## src/rtl/wb_sram16_bridge.sv

```systemverilog
// Wishbone classic slave that turns 32-bit CPU accesses into one or two timed
// halfword cycles on a 16-bit asynchronous SRAM (low half first, sel-gated).
// Every output is registered and reflects the state being entered, so pin
// timing lines up cycle-for-cycle with the FSM state.
module wb_sram16_bridge #(
    parameter int ADR_W       = 19,
    parameter int WAIT_CYCLES = 1
) (
    input  logic             clk,
    input  logic             rst,
    input  logic [31:0]      wb_adr_i,
    input  logic [31:0]      wb_dat_i,
    output logic [31:0]      wb_dat_o,
    input  logic [3:0]       wb_sel_i,
    input  logic             wb_we_i,
    input  logic             wb_stb_i,
    input  logic             wb_cyc_i,
    output logic             wb_ack_o,
    output logic [ADR_W-1:0] sram_adr,
    output logic [15:0]      sram_dat_o,
    input  logic [15:0]      sram_dat_i,
    output logic             sram_dat_oe,
    output logic [1:0]       sram_be_n,
    output logic             sram_ce_n,
    output logic             sram_oe_n,
    output logic             sram_we_n
);

    typedef enum logic [2:0] {
        IDLE, LO_SETUP, LO_STB, HI_SETUP, HI_STB, ACK
    } state_t;

    localparam logic [3:0] CNT_LAST = 4'(WAIT_CYCLES - 1);

    state_t           state, state_nxt;
    logic [3:0]       cnt, cnt_nxt;

    // request captured in IDLE
    logic [ADR_W-2:0] adr_q;
    logic [31:0]      dat_q;
    logic [3:0]       sel_q;
    logic             we_q;
    logic             abort_q;
    logic [15:0]      rd_lo;

    logic             req, idle, stb_last, abort;

    // request as seen this cycle: live bus inputs while latching, else the copy
    logic [ADR_W-2:0] r_adr;
    logic [31:0]      r_dat;
    logic [3:0]       r_sel;
    logic             r_we;

    // next values of the registered outputs
    logic             hi_nxt, acc_nxt, strobe_nxt;
    logic [ADR_W-1:0] adr_d;
    logic [15:0]      dout_d;
    logic [1:0]       be_d;
    logic             ce_d, oe_d, we_d, doe_d, ack_d;
    logic [31:0]      rdat_d;

    // address bits outside the SRAM window alias by design
    logic             unused_adr_bits;
    assign unused_adr_bits = ^{wb_adr_i[31:ADR_W+1], wb_adr_i[1:0]};

    assign req      = wb_cyc_i & wb_stb_i;
    assign idle     = (state == IDLE);
    assign stb_last = (cnt == CNT_LAST);
    // a dropped cyc/stb anywhere in the access cancels the remaining half
    assign abort    = abort_q | ~req;

    assign r_adr = idle ? wb_adr_i[ADR_W:2] : adr_q;
    assign r_dat = idle ? wb_dat_i : dat_q;
    assign r_sel = idle ? wb_sel_i : sel_q;
    assign r_we  = idle ? wb_we_i  : we_q;

    // next-state and strobe counter
    always_comb begin
        state_nxt = state;
        cnt_nxt   = '0;
        case (state)
            IDLE: begin
                if (req) begin
                    if (wb_sel_i[1:0] != 2'b00)      state_nxt = LO_SETUP;
                    else if (wb_sel_i[3:2] != 2'b00) state_nxt = HI_SETUP;
                    else                             state_nxt = ACK;
                end
            end
            LO_SETUP: state_nxt = LO_STB;
            LO_STB: begin
                if (!stb_last)                 cnt_nxt   = cnt + 4'd1;
                else if (abort)                state_nxt = IDLE;
                else if (sel_q[3:2] != 2'b00)  state_nxt = HI_SETUP;
                else                           state_nxt = ACK;
            end
            HI_SETUP: state_nxt = HI_STB;
            HI_STB: begin
                if (!stb_last)   cnt_nxt   = cnt + 4'd1;
                else if (abort)  state_nxt = IDLE;
                else             state_nxt = ACK;
            end
            ACK:     state_nxt = IDLE;
            default: state_nxt = IDLE;
        endcase
    end

    // output values for the state being entered; address/be/data hold when idle
    always_comb begin
        hi_nxt     = (state_nxt == HI_SETUP) || (state_nxt == HI_STB);
        acc_nxt    = (state_nxt == LO_SETUP) || (state_nxt == LO_STB) || hi_nxt;
        strobe_nxt = (state_nxt == LO_STB) || (state_nxt == HI_STB);
        adr_d  = sram_adr;
        dout_d = sram_dat_o;
        be_d   = sram_be_n;
        ce_d   = 1'b1;
        oe_d   = 1'b1;
        we_d   = 1'b1;
        doe_d  = 1'b0;
        ack_d  = (state_nxt == ACK);
        rdat_d = wb_dat_o;
        if (acc_nxt) begin
            adr_d = {r_adr, hi_nxt};
            be_d  = hi_nxt ? ~r_sel[3:2] : ~r_sel[1:0];
            ce_d  = 1'b0;
            oe_d  = r_we;
            doe_d = r_we;
            we_d  = ~(r_we & strobe_nxt);
            if (r_we) dout_d = hi_nxt ? r_dat[31:16] : r_dat[15:0];
        end
        // read data is published on entry to ACK; skipped halves read zero
        if (state_nxt == ACK && !r_we) begin
            case (state)
                LO_STB:  rdat_d = {16'h0000, sram_dat_i};
                HI_STB:  rdat_d = {sram_dat_i, rd_lo};
                default: rdat_d = 32'h0;
            endcase
        end
    end

    // state and registered outputs
    always_ff @(posedge clk) begin
        if (rst) begin
            state       <= IDLE;
            cnt         <= '0;
            wb_ack_o    <= 1'b0;
            wb_dat_o    <= '0;
            sram_adr    <= '0;
            sram_dat_o  <= '0;
            sram_dat_oe <= 1'b0;
            sram_be_n   <= 2'b11;
            sram_ce_n   <= 1'b1;
            sram_oe_n   <= 1'b1;
            sram_we_n   <= 1'b1;
        end else begin
            state       <= state_nxt;
            cnt         <= cnt_nxt;
            wb_ack_o    <= ack_d;
            wb_dat_o    <= rdat_d;
            sram_adr    <= adr_d;
            sram_dat_o  <= dout_d;
            sram_dat_oe <= doe_d;
            sram_be_n   <= be_d;
            sram_ce_n   <= ce_d;
            sram_oe_n   <= oe_d;
            sram_we_n   <= we_d;
        end
    end

    // capture the bus request when IDLE accepts it
    always_ff @(posedge clk) begin
        if (idle && req) begin
            adr_q <= wb_adr_i[ADR_W:2];
            dat_q <= wb_dat_i;
            sel_q <= wb_sel_i;
            we_q  <= wb_we_i;
        end
    end

    // sticky cancel flag and low-half read staging
    always_ff @(posedge clk) begin
        if (rst) begin
            abort_q <= 1'b0;
            rd_lo   <= '0;
        end else begin
            if (idle)      abort_q <= 1'b0;
            else if (!req) abort_q <= 1'b1;
            if (idle && req)
                rd_lo <= '0;
            else if (state == LO_STB && stb_last && !we_q)
                rd_lo <= sram_dat_i;
        end
    end

endmodule

```

## config.mk

```make
export PLATFORM = sky130hd
export DESIGN_NAME = wb_sram16_bridge
export DESIGN_NICKNAME = d
export VERILOG_FILES = /design/src/rtl/wb_sram16_bridge.sv
export SDC_FILE = /design/constraint.sdc
export NUM_CORES = 1
export LEC_CHECK = 0
export ABC_AREA = 1
export ABC_CLOCK_PERIOD_IN_PS = 3350
export BUFFER_PORTS_ARGS = -buffer_cell sky130_fd_sc_hd__buf_2
export CAP_MARGIN = 10
export CELL_PAD_IN_SITES_DETAIL_PLACEMENT = 0
export CELL_PAD_IN_SITES_GLOBAL_PLACEMENT = 1
export CORE_ASPECT_RATIO = 0.8
export CORE_MARGIN = 5
export CORE_UTILIZATION = 42
export CTS_CLUSTER_DIAMETER = 30
export DETAILED_ROUTE_END_ITERATION = 10
export GPL_TIMING_DRIVEN = 1
export HOLD_SLACK_MARGIN = 0.03
export PLACE_DENSITY_LB_ADDON = 0.1
export REMOVE_ABC_BUFFERS = 1
export SYNTH_ARGS = -nofsm -noshare
export SYNTH_HDL_FRONTEND = slang
export SYNTH_SLANG_ARGS = --single-unit
```

## constraint.sdc

```tcl
create_clock -name clk -period 3.35 [get_ports clk]
set_input_delay 0.5025 -clock clk [delete_from_list [all_inputs] [get_ports clk]]
set_output_delay 0.5025 -clock clk [all_outputs]
set_load 0.005 [all_outputs]
```

==> flow_metrics.tcl <==
set metrics [dict create \
    status "completed" \
    avgRoutedWirePerCell_um 14.2 \
    ys_seq_area_share_pct 55.7 \
    clock_path_buffers 2 \
    startpoint_type "flop" \
    period_share_pct 76.5 \
    p_clk_share_pct 43.2 \
    grt_pass1_vias 5151 \
    post_cts_resized 0 \
    placed_cell_area_um2 7400 \
    synth_top_area_share_pct 30.2 \
    synth_area_um2 6490 \
    rsz0062_at_grt "no" \
    crit_family "simple AND/OR/NAND/NOR gates" \
    start_util_pct 42.9 \
    portBuffers 148 \
    drt_iter0_drc 295 \
    slew_violations 0 \
    routed_wirelength_mm 15.9 \
    ir_worst_vdd_mv 0.328 \
    layout_min_cycle_time_ns 2.56 \
    syn_avg_cell_area_um2 8.54 \
    path_clk_slew_ns 0.07 \
    hold_ws_ns 0.265 \
    grt_overflow 0 \
    synth_ff_type "dfxtp_1" \
    num_rows 40 \
    met3_usage_pct 5.60 \
    cts_buffers 17 \
    regArea_um2 3610 \
    cts.sinks 153 \
    design.core.area_um2 15100 \
    hold_buffers 0 \
    drc_errors 0 \
    worst_path_most_repeated_cell "nand2_1" \
    final_layout_size_suffix_gt1_share_pct 24.1 \
    vias 5320 \
    max_cap_viol_count 0 \
    regToRegSetupSlack_ns 0.79 \
    worstPathMaxFanout 34 \
    pwr-share-seq_pct 45.5 \
    ys_types 36 \
    place_congestion 0.776 \
    max_stage_delay_ns 0.34 \
    drt_first_pass_iters 4 \
    crit_arrival_ns 2.88 \
    antenna_found_initial 0 \
    p_sw_mw 1.20 \
    grt_pass1_wl_mm 26.0 \
    yosysTopAreaCell "dfxtp_1" \
    p_per_area_nw_per_um2 569 \
    hold_path.class "in -> reg" \
    final_common_cell "nand2_1" \
    tightestPinTransition_ns 0.615 \
    hp-start "wb_adr_i[18]" \
    via_per_inst 4.75 \
    whs_path_depth 1 \
    path_cells "inv_1 -> ha_1 -> nand2_1 -> nor2_1 -> nand2_1 -> nand2_1 -> o21ai_4 -> nor2_8 -> nand2_8 -> nand2_4 -> nand2_8 -> nand2_4 -> nand2_1 -> nand2_1 -> nor2_1" \
    worstPathBufferInverterCount 1 \
    setup_violations 0 \
    final_cell_mix "nand2_1 (236), buf_2 (148), nor2_1 (102)" \
    hold_violations 0 \
    multi_input_area_um2 2520 \
    fmax_mhz 390 \
    grtUsageMet2_pct 28.4 \
    netSwitchingFraction_pct 26.4 \
    power.internal_mw 3.35 \
    critical-path-slowest-cell "dfxtp_1" \
    dieWidth_um 149 \
    reg2reg_to "sram_dat_o[12]" \
    cts_root_buf "clkbuf_16" \
    antenna_cells 0 \
    skew_ns 0.00968 \
    area_growth_pct 23.3 \
    fillers 1450 \
    globalRouteTotalUtil_pct 18.2 \
    pin_count 163 \
    die-height_um 121 \
    ant_nets 0 \
    ys_warn_count 0 \
    synth.ff_latch_count 153 \
    cts-htree-levels 4 \
    cp.required_ns 3.66 \
    path_class "reg -> reg" \
    holdPathEnd "adr_q[16]" \
    total_leakage_power_nw 3.71 \
    cts_tree "built" \
    rr_worst_depth 15 \
    use_met1_pct 24.0 \
    rr_startpoint "cnt[0]" \
    synthArstFlopShare_pct 0 \
    insertion_delay_ns 0.43 \
    cts_setup_buffers 0 \
    syn_inst 760 \
    grt_max_degree 37 \
    final_area_um2 8000 \
    place_hpwl_mm 10.5 \
    ys_top_cells_by_area "dfxtp_1 (30%), edfxtp_1 (25%), nand2_1 (14%)" \
    dieArea_um2 18100 \
    synth_edf_count 55 \
    layout.nets 989 \
    grt-busiest-layer "met2" \
    cp-end-kind "flop" \
    power_frac_comb_pct 11.3 \
    relSlewSlack_pct 58.9 \
]
-- power groups by stage --
stage | Sequential, mW | Combinational [mW] | Clock (mW)
3_3_place_gp | 2.11 | 0.509 | 0
5_1_grt | 2.08 | 0.588 | 2.11
3_5_place_dp | 2.11 | 0.520 | 0
6_report | 2.07 | 0.512 | 1.97
4_1_cts | 2.07 | 0.523 | 2.02
2_1_floorplan | 2.11 | 0.298 | 0
-- synth_stat cells, types with 4 or more instances --
cell type	number
a211oi_1	16
nor3_1	6
nand3_1	42
nor2_1	102
o21ai_0	34
inv_1	41
buf_1	4
dfxtp_1	98
buf_2	14
a21oi_1	18
nand2_1	237
inv_2	5
o21ai_1	18
nand2_4	5
mux2i_1	19
clkbuf_1	16
edfxtp_1	55
-- kinds of logic (layout without fill, tap and decap cells) --
group | Yosys count | after routing | synth area share (%)
AOI/OAI and AO/OA | 90 | 90 | 7.90
DFF | 153 | 153 | 55.7
buffers and inverters | 86 | 237 | 5.65
and+or+nand+nor | 408 | 408 | 27.2
muxes | 19 | 19 | 2.93
xor gates and xnor gates | 2 | 2 | 0.270
adders and majority gates | 2 | 2 | 0.386
-- worst register-to-register path, cell delays in order, from the launching register on --
cell     delay [ns]
dfxtp_1        0.34
inv_1          0.07
ha_1           0.18
nand2_1        0.06
nor2_1         0.13
nand2_1        0.13
nand2_1        0.14
o21ai_4        0.09
nor2_8         0.16
nand2_8        0.15
nand2_4        0.31
nand2_8        0.14
nand2_4        0.32
nand2_1        0.12
nand2_1        0.07
nor2_1         0.04
-- through the flow --
| step | setup slack, ns | cells | setup TNS, ns | utilization (%) | power [mW] |
|---|---|---|---|---|---|
| 6_report | 0.788 | 1121 | 0 | 52.9 | 4.55 |
| 5_1_grt | 0.497 | 1121 | 0 | 52.9 | 4.78 |
| 4_1_cts | 0.769 | 1121 | 0 | 52.9 | 4.62 |
| 3_5_place_dp | 0.690 | 1089 | 0 | 48.9 | 2.63 |
| 3_3_place_gp | 0.737 | 1089 | 0 | 48.9 | 2.62 |
| 2_1_floorplan | -0.372 | 721 | -11.54 | - | 2.41 |
-- cell type report --
| type | instances | area share [%] |
|---|---|---|
| timing repair buffer | 158 | 10.4 |
| tap | 210 | 3.28 |
| clock inverter | 15 | 2.21 |
| multi-input combinational | 521 | 31.5 |
| inverter | 47 | 2.21 |
| sequential | 153 | 45.2 |
| clock buffer | 17 | 5.32 |
-- state kept, by name, indices dropped and copies added, names as in the netlist --
name and count:
abort_q 1, adr_q 18, cnt 4, dat_q 32, rd_lo 16, sel_q 4
sram_adr 19, sram_be_n 2, sram_ce_n 1, sram_dat_o 16, sram_dat_oe 1, sram_oe_n 1
sram_we_n 1, state 3, wb_ack_o 1, wb_dat_o 32, we_q 1
-- how the worst max path moves through the flow --
stage / from / endpoint / slack, ns / cells past startpoint
floorplan: state[2] / wb_dat_o[0] / -0.37 / 9
global placement: wb_cyc_i / sram_dat_o[8] / 0.74 / 14
detailed placement: wb_cyc_i / sram_dat_o[12] / 0.69 / 14
CTS: cnt[0] / sram_dat_o[12] / 0.77 / 15
global route: cnt[0] / sram_dat_o[13] / 0.50 / 15
finish: cnt[0] / sram_dat_o[12] / 0.79 / 15
-- per-layer routing --
| layer | vias up | part of all wire, % |
|---|---|---|
| li1 | 2740 | - |
| met1 | 2446 | 47 |
| met2 | 127 | 45 |
| met3 | 7 | 6.9 |
| met4 | 0 | 0.63 |
| met5 | - | 0 |
No activity file was read; power rests on OpenSTA's default activity.
